--- config.mk ---
export PLATFORM = sky130hd
export DESIGN_NAME = ni_packet_injector
export DESIGN_NICKNAME = d
export VERILOG_FILES = /design/src/rtl/ni_packet_injector.sv
export SDC_FILE = /design/constraint.sdc
export NUM_CORES = 1
export LEC_CHECK = 0
export CORE_MARGIN = 4
export CORE_UTILIZATION = 25
export DETAILED_ROUTE_END_ITERATION = 16
export GPL_TIMING_DRIVEN = 0
export PLACE_DENSITY = 0.5
export SYNTH_ARGS = -nofsm -noshare
export SYNTH_HDL_FRONTEND = slang
export SYNTH_SLANG_ARGS = --single-unit
--- constraint.sdc ---
create_clock -name clock -period 1.8 [get_ports clock]
set_input_delay 0.36 -clock clock [delete_from_list [all_inputs] [get_ports clock]]
set_output_delay 0.36 -clock clock [all_outputs]
set_load 0.05 [all_outputs]
--- src/rtl/ni_packet_injector.sv ---
// Network-interface local-port transmitter: turns a host request plus payload stream into a
// Phoenix packet (header = dest, size = flit count, payload). Define NI_SEQNUM_EN to prepend a sequence flit.
module ni_packet_injector #(
  parameter int                  TAM_FLIT = 16,
  parameter logic [TAM_FLIT-1:0] ADDRESS  = 16'h0000,
  parameter logic [TAM_FLIT-1:0] MAX_LEN  = 16'hFFFF
) (
  input  logic                clock,
  input  logic                reset,
  input  logic                req_valid,
  input  logic [TAM_FLIT-1:0] req_dest,
  input  logic [TAM_FLIT-1:0] req_len,
  output logic                req_ready,
  input  logic                pl_valid,
  input  logic [TAM_FLIT-1:0] pl_data,
  output logic                pl_ready,
  output logic                tx,
  output logic [TAM_FLIT-1:0] data_out,
  input  logic                credit_i,
  output logic                busy,
  output logic                pkt_done,
  output logic                req_err
);

  typedef enum logic [2:0] {
    IDLE    = 3'd0,
    HEADER  = 3'd1,
    SIZE    = 3'd2,
    SEQ     = 3'd3,
    PAYLOAD = 3'd4
  } state_t;

  localparam logic [TAM_FLIT-1:0] ZERO = {TAM_FLIT{1'b0}};
  localparam logic [TAM_FLIT-1:0] ONE  = {{(TAM_FLIT-1){1'b0}}, 1'b1};
`ifdef NI_SEQNUM_EN
  // The sequence flit occupies one payload slot, so the host may use one fewer.
  localparam logic [TAM_FLIT-1:0] LEN_LIMIT = MAX_LEN - ONE;
`else
  localparam logic [TAM_FLIT-1:0] LEN_LIMIT = MAX_LEN;
`endif

  state_t              state_q, state_d;
  logic [TAM_FLIT-1:0] dest_q, dest_d;
  logic [TAM_FLIT-1:0] len_q, len_d;
  logic [TAM_FLIT-1:0] count_q, count_d;
  logic                pkt_done_q, pkt_done_d;
  logic                req_err_q, req_err_d;
`ifdef NI_SEQNUM_EN
  logic [15:0]         seq_q, seq_d;
`endif

  assign pkt_done = pkt_done_q;
  assign req_err  = req_err_q;

  // Next-state logic; tx/data_out/pl_ready flow straight from state and inputs.
  always_comb begin
    state_d    = state_q;
    dest_d     = dest_q;
    len_d      = len_q;
    count_d    = count_q;
    pkt_done_d = 1'b0;
    req_err_d  = 1'b0;
    req_ready  = 1'b0;
    busy       = 1'b1;
    tx         = 1'b0;
    data_out   = ZERO;
    pl_ready   = 1'b0;
    case (state_q)
      IDLE: begin
        req_ready = 1'b1;
        busy      = 1'b0;
        if (req_valid) begin
          dest_d = req_dest;
          len_d  = req_len;
          // A self-addressed packet would route back to LOCAL; refuse it like an oversize one.
          if ((req_dest == ADDRESS) || ({1'b0, req_len} > {1'b0, LEN_LIMIT})) begin
            req_err_d = 1'b1;
          end else begin
            state_d = HEADER;
          end
        end else begin
          state_d = IDLE;
        end
      end
      HEADER: begin
        tx       = 1'b1;
        data_out = dest_q;
        if (credit_i) begin
          state_d = SIZE;
        end else begin
          state_d = HEADER;
        end
      end
      SIZE: begin
        tx = 1'b1;
`ifdef NI_SEQNUM_EN
        data_out = len_q + ONE;
`else
        data_out = len_q;
`endif
        if (credit_i) begin
          count_d = len_q;
`ifdef NI_SEQNUM_EN
          state_d = SEQ;
`else
          if (len_q == ZERO) begin
            state_d    = IDLE;
            pkt_done_d = 1'b1;
          end else begin
            state_d = PAYLOAD;
          end
`endif
        end else begin
          state_d = SIZE;
        end
      end
`ifdef NI_SEQNUM_EN
      SEQ: begin
        tx       = 1'b1;
        data_out = TAM_FLIT'(seq_q);
        if (credit_i) begin
          if (len_q == ZERO) begin
            state_d    = IDLE;
            pkt_done_d = 1'b1;
          end else begin
            state_d = PAYLOAD;
          end
        end else begin
          state_d = SEQ;
        end
      end
`endif
      PAYLOAD: begin
        tx       = pl_valid;
        pl_ready = pl_valid & credit_i;
        if (pl_valid) begin
          data_out = pl_data;
        end else begin
          data_out = ZERO;
        end
        if (pl_valid && credit_i) begin
          count_d = count_q - ONE;
          if (count_q == ONE) begin
            state_d    = IDLE;
            pkt_done_d = 1'b1;
          end else begin
            state_d = PAYLOAD;
          end
        end else begin
          count_d = count_q;
        end
      end
      default: begin
        state_d = IDLE;
        busy    = 1'b0;
      end
    endcase
  end

  // FSM state, captured request and handshake pulse registers.
  always_ff @(posedge clock or negedge reset) begin
    if (!reset) begin
      state_q    <= IDLE;
      dest_q     <= ZERO;
      len_q      <= ZERO;
      count_q    <= ZERO;
      pkt_done_q <= 1'b0;
      req_err_q  <= 1'b0;
    end else begin
      state_q    <= state_d;
      dest_q     <= dest_d;
      len_q      <= len_d;
      count_q    <= count_d;
      pkt_done_q <= pkt_done_d;
      req_err_q  <= req_err_d;
    end
  end

`ifdef NI_SEQNUM_EN
  // Sequence number advances once per completed packet and wraps naturally.
  always_comb begin
    if (pkt_done_d) begin
      seq_d = seq_q + 16'd1;
    end else begin
      seq_d = seq_q;
    end
  end

  // Sequence counter register.
  always_ff @(posedge clock or negedge reset) begin
    if (!reset) begin
      seq_q <= 16'd0;
    end else begin
      seq_q <= seq_d;
    end
  end
`endif

endmodule
==> flow_summary.json <==
{
  "switching_share_pct": 44.49,
  "grt_usage_pct": 14.55,
  "place_ws_ns": -1.087,
  "outcome": "complete, but fails checks",
  "r2r_slack_ns": 0.03,
  "comb_power_share_pct": 57.6,
  "drc": 0,
  "ys_types": 48,
  "fin_ws_ns": -0.5279,
  "crit_path_end_kind": "output pin",
  "finalSetupViolCount": 19,
  "rsz0062_at_grt": "true",
  "synthTopCellsByArea": "dfrtp_1 (46%), mux2_2 (12%), a222oi_1 (5.5%)",
  "fp.coreArea_um2": 11370,
  "clkTransAtPathRegs_ns": 0.07,
  "initial_utilization_pct": 25.52,
  "use_met2_pct": 23.50,
  "clkSinkCount": 53,
  "grt_pass1_vias": 2844,
  "rows": 39,
  "power_mw": 8.266,
  "yosysMostFrequentCell": "dfrtp_1",
  "r2r-end": "len_q[12]$_DFFE_PN0P_",
  "yosys_warnings": 0,
  "dieArea_um2": 13390,
  "r2r_cells": 7,
  "gr-usage-met1_pct": 20.05,
  "crit_type": "reg -> out",
  "dp_hpwl_um": 7070,
  "synth_top_area_share_pct": 45.71,
  "ys_ff_latch": 53,
  "drive_gt1_share_pct": 38.07,
  "antenna_found_initial": 0,
  "clock_power_share_pct": 12.2,
  "htree_levels": 2,
  "clkLatencyLatePin_ns": 0.29,
  "ys.flop_type": "dfrtp_1",
  "nets": 448,
  "critPathRequiredTime_ns": 1.44,
  "antennaDiodeCount": 0,
  "hold_buffers": 0,
  "gp_congestion": 0.8240,
  "synth_simple_gate_area_share_pct": 17.16,
  "grt_max_degree": 37,
  "clock_skew_ns": 0.008147,
  "cts_root_buf": "clkbuf_16",
  "syn_nets": 336,
  "violations": "negative setup slack",
  "drt_iter0_drc": 222,
  "drt-total-wl_um": 9764,
  "vias": 2771,
  "grt_remaining_overflow": 0,
  "synth_compound_area_share_pct": 16.56,
  "grt_pass1_wl_um": 15240,
  "fp.dieH_um": 115.7,
  "synth_top_area_cell": "dfrtp_1",
  "cts_tree": "done",
  "postRouteAntennaNets": 0,
  "startpoint_type": "register",
  "slew_headroom_pct": 66.53,
  "hold_path.class": "in -> async",
  "cp_max_fo": 6,
  "p_int_mw": 4.589,
  "syn_area_per_cell_um2": 10.33,
  "powerDensity_nw_per_um2": 1846,
  "async_reset_ff_share_pct": 100.0,
  "switchingPower_mw": 3.678,
  "fin_crit_ns": 2.328,
  "synth_edf_count": 0,
  "fin_crit_sh_pct": 129.3,
  "muxShareOfSynthArea_pct": 13.15,
  "syn_inst": 281,
  "r2r_start": "state_q[1]$_DFFE_PN0P_",
  "max_cap_violations": 0,
  "worstPathArrival_ns": 1.97,
  "synth_common_cells": "dfrtp_1 (53), mux2_2 (32), inv_1 (20)",
  "synth_top_family_by_area": "simple AND/OR/NAND/NOR gates",
  "firstDrtPassIters": 8,
  "syn2layout_area_growth_pct": 54.29,
  "vias_per_cell": 5.160,
  "slew_violations": 0,
  "fmax_ghz": 0.4296,
  "worstMarginPinSlew_ns": 0.5013,
  "leakagePower_nw": 1.919,
  "synth_fa_ha_area_share_pct": 0.8624,
  "syn_area_um2": 2902,
  "die_w_um": 115.7,
  "tns_ns": -8.113,
  "ys_seq_area_share_pct": 45.71,
  "vdd_drop_max_mv": 1.080,
  "seqPwrFrac_pct": 30.2,
  "ioPinCount": 75,
  "use_met3_pct": 3.029,
  "hold_viol_final": 0,
  "synthXorXnorAreaFrac_pct": 0.3019,
  "avgRoutedWirePerCell_um": 18.18,
  "portBuffers": 74,
  "clk_path_buf_depth": 2,
  "grt-busiest-layer": "met2",
  "cts_buffers": 5
}
routing by layer:
layer	wire, um	up-vias
met5	0	-
met4	129	0
met3	516	10
met2	4643	90
met1	4474	1376
li1	-	1295
layout make-up:
class / count / area (um^2)
Buffer: 17 / 178.9
Clock buffer: 6 / 138.9
Clock inverter: 2 / 16.27
Fill cell: 1133 / 6893
Inverter: 20 / 75.07
Multi-Input combinational cell: 189 / 1515
Sequential cell: 53 / 1328
Tap cell: 143 / 178.9
Timing Repair Buffer: 107 / 1046
kinds of logic (layout without fill, tap and decap cells):
family	Yosys count	count (layout)
AO/OA/AOI/OAI	66	66
flip-flops	53	53
multiplexers	34	34
buffers and inverters	39	152
XOR/XNOR	1	1
adder cells (fa/ha/maj)	2	2
AND/OR/NAND/NOR	86	86
flip-flops by register name, summed over array words and instances, names as in the netlist:
signal	count
req_err	1
dest_q	16
len_q	16
pkt_done	1
count_q	16
state_q	3
layout by cell type (no fill, tap or decap), drive strengths merged, types with 3 or more instances in the layout:
cell type       n
nand2          18
clkbuf         11
o22a            4
nor4           13
mux2           33
clkdlybuf4s50  51
o21ai          14
o22ai           3
nand3           8
nor3            4
nand4           7
buf            66
a21oi          13
nor2           19
a222oi         16
dfrtp          53
and2            3
inv            21
a2bb2oi         3
power groups by stage:
stage / Sequential, mW / Combinational, mW / Clock [mW]
5_1_grt: 2.58 / 5.08 / 1.09
4_1_cts: 2.52 / 4.40 / 1.04
2_1_floorplan: 2.19 / 2.94 / 0
3_3_place_gp: 2.49 / 3.97 / 0
6_report: 2.50 / 4.76 / 1.01
3_5_place_dp: 2.50 / 4.00 / 0
how the worst max path moves through the flow:
stage / endpoint / cells after the start / start / slack [ns]
after CTS: data_out[0] / 8 / state_q[2]$_DFFE_PN0P_ / -0.56
after floorplan: data_out[0] / 7 / state_q[2]$_DFFE_PN0P_ / -0.13
after global routing: data_out[0] / 8 / state_q[2]$_DFFE_PN0P_ / -0.63
after detailed placement: data_out[0] / 6 / state_q[1]$_DFFE_PN0P_ / -1.09
after global placement: dest_q[12]$_DFFE_PN0P_ / 1 / reset / -1.45
final: data_out[0] / 8 / state_q[2]$_DFFE_PN0P_ / -0.53
through the flow:
stage | hold WS [ns] | cell area (um^2) | cells | util [%]
floorplan | 0.06441 | 2970 | 281 | -
global placement | 0.4947 | 3890 | 498 | 34.21
detailed placement | 0.3328 | 3905 | 499 | 34.35
CTS | 0.01839 | 4270 | 519 | 37.56
global route | 0.03773 | 4477 | 537 | 39.37
finish | 0.008204 | 4477 | 537 | 39.37
worst max-delay path, stage by stage (launching register included):
cell and delay, ns:
dfrtp_1 0.37, buf_6 0.13, nor3b_4 0.15, and2_4 0.14, buf_6 0.12, buf_6 0.12, a222oi_1 0.41, inv_2 0.07
buf_8 0.16
timing repair:
| item | CTS | global route |
|---|---|---|
| resized for setup | 162 | 34 |
| pin swaps | 16 | 19 |
| buffers inserted | 11 | 21 |
| endpoints found under the setup margin | 34 | 36 |
| cloned | 2 | 0 |
(Power assumes the default switching activity.)
==> patch (same settings) <==
Encoding of `state_t`: now Gray code (3 bits for 5 states).
--- a/src/rtl/ni_packet_injector.sv
+++ b/src/rtl/ni_packet_injector.sv
@@ -23,11 +23,11 @@
 );
 
   typedef enum logic [2:0] {
-    IDLE    = 3'd0,
-    HEADER  = 3'd1,
-    SIZE    = 3'd2,
-    SEQ     = 3'd3,
-    PAYLOAD = 3'd4
+    IDLE    = 3'b000,
+    HEADER  = 3'b001,
+    SIZE    = 3'b011,
+    SEQ     = 3'b010,
+    PAYLOAD = 3'b110
   } state_t;
 
   localparam logic [TAM_FLIT-1:0] ZERO = {TAM_FLIT{1'b0}};
Formal check against the unedited RTL: no difference found for any inputs over 4 cycles, from zero or initial values and one cycle with reset low; so few cycles prove little.
==> patch against the unedited design <==
The flow still finishes with violations (negative setup slack). Cell area fell by 0.61%. Worst setup slack improved by 0.040 ns. Sequential cell count did not move. Utilization rose by 0.96 points. Critical endpoint unchanged. Highest routed layer unchanged. Clock power fell by 4%. Wire length fell by 1.5%. Area after synthesis fell by 1.4%. Critical path type unchanged. Power fell by 0.88%. Die area fell by 1.3%. Critical path depth fell by 2.
==> patch: results (changes against the unedited design) <==
** Placement
- Total instance count after detailed placement :: 491 (-1.6%)
- The post-place setup slack is -1.30 ns (-0.211 ns).

** Synth
- Commonest cells in the netlist :: 53 x sky130_fd_sc_hd__dfrtp_1, 32 x sky130_fd_sc_hd__mux2_1, 22 x sky130_fd_sc_hd__nand2_1
- The net count after synthesis was 331 (-1.5%).
- Synth cell types :: 47 (-2.1%)
- The sequential share of the synthesized area was 46.4% (+0.66 points).
- Sorting the synthesized cells by area gives the leading types as sky130_fd_sc_hd__dfrtp_1 46%, sky130_fd_sc_hd__mux2_1 13%, sky130_fd_sc_hd__a222oi_1 5.6%, sky130_fd_sc_hd__nand2_1 2.9%, sky130_fd_sc_hd__a21oi_1 2.8%.
- The synthesized area per cell was 10.4 sq um (+0.36%).

** Layout
- Number of nets in the layout :: 426 (-4.9%)
- Fill cells :: 1102 (-2.7%)
- Post-route insts no fill :: 512 (-4.7%)

** Detailed routing
- The starting DRC count in detailed routing came to 165 (-26%).
- Post-DR wirelength/cell :: 18.8 um (+3.3%)
- Total number of vias :: 2654 (-4.2%)

** Setup path
- The worst register-to-register path begins at state_q[2].
- The number of cell instances on the worst register-to-register path is 6 (-1).
- The critical path arrival came to 1.93 ns (-0.04 ns).
- The maximum fanout along the worst path is 7 (+1).
- The worst register-to-register path ends at len_q[0].

** Run status
- The checks that failed: negative setup slack.
- Result of the run :: complete, but fails checks

** Timing
- Post-layout worst setup margin :: -0.488 ns (+0.0399 ns)
- Final-layout setup total negative slack :: -7.21 ns (+0.900 ns)
- Clock skew :: 0.00714 ns (-0.00101 ns)
- Slew of the pin with the lowest slew margin :: 0.578 ns (+0.0764 ns)
- Final Setup Violations :: 42 (+23)

** Pwr
- The cell-internal power came to 4.58 mW (-0.23%).
- Worst ir drop on vdd :: 0.977 mV (-9.5%)
- The reported leakage power came to 1.92 nW (+0.15%).

** Global routing
- The largest net degree at the start of global routing came to 32 (-14%).
patch: power by group through the flow:
stage / clock network (mW) / logic (mW) / registers [mW]
after floorplan: 0 / 3.04 / 2.21
after global placement: 0 / 4.06 / 2.49
after detailed placement: 0 / 4.08 / 2.50
after CTS: 0.989 / 4.41 / 2.48
after global routing: 1.03 / 5.02 / 2.63
final: 0.973 / 4.69 / 2.53
patch: worst max-delay path, cell delays in order (launching register included):
cell                       delay, ns
sky130_fd_sc_hd__dfrtp_2        0.41
sky130_fd_sc_hd__and3b_2        0.25
sky130_fd_sc_hd__and2_4         0.21
sky130_fd_sc_hd__buf_8          0.14
sky130_fd_sc_hd__a222oi_1       0.39
sky130_fd_sc_hd__inv_2          0.07
sky130_fd_sc_hd__buf_8          0.16
patch: kinds of logic after synthesis:
family | after synthesis | share of synthesized area (%)
DFF | 53 | 46.4
muxes | 32 | 12.6
buffers and inverters | 39 | 6.56
and+or+nand+nor | 75 | 14.5
AOI/OAI and AO/OA | 74 | 18.8
adders and majority gates | 2 | 0.875
xor gates and xnor gates | 1 | 0.306
patch: what timing repair did:
item                       CTS  global route
pin swaps                   10            12
gates resized for setup    160            43
hold buffers                 0             0
setup endpoints to repair   38            37
gates cloned                 0             2
setup buffers               12             4
patch: stage by stage:
step / area (sq um) / hold WS, ns / utilization, %
2_1_floorplan: 3020 / 0.0644 / -
3_3_place_gp: 3940 / 0.470 / 35.7
3_5_place_dp: 3950 / 0.399 / 35.8
4_1_cts: 4270 / 0.0839 / 38.7
5_1_grt: 4450 / 0.0981 / 40.3
6_report: 4450 / 0.0536 / 40.3
patch: cell type report:
| cell class | instances | share of cell area, % |
|---|---|---|
| Multi-Input combinational cell | 184 | 35.3 |
| Sequential cell | 53 | 29.9 |
| Timing Repair Buffer | 93 | 22.1 |
| Tap cell | 140 | 3.94 |
| Buffer | 14 | 3.85 |
| Clock buffer | 5 | 2.81 |
| Inverter | 20 | 1.69 |
| Clock inverter | 3 | 0.394 |
patch: routing by layer:
| metal | GRT usage, % | up-vias | routed length [um] | share of wire, % |
|---|---|---|---|---|
| met5 | 0 | - | 0 | 0 |
| met4 | 3.91 | 0 | 157 | 1.6 |
| met3 | 4.00 | 10 | 655 | 6.8 |
| met2 | 24.5 | 106 | 4650 | 48 |
| met1 | 19.2 | 1299 | 4150 | 43 |
| li1 | - | 1239 | - | - |
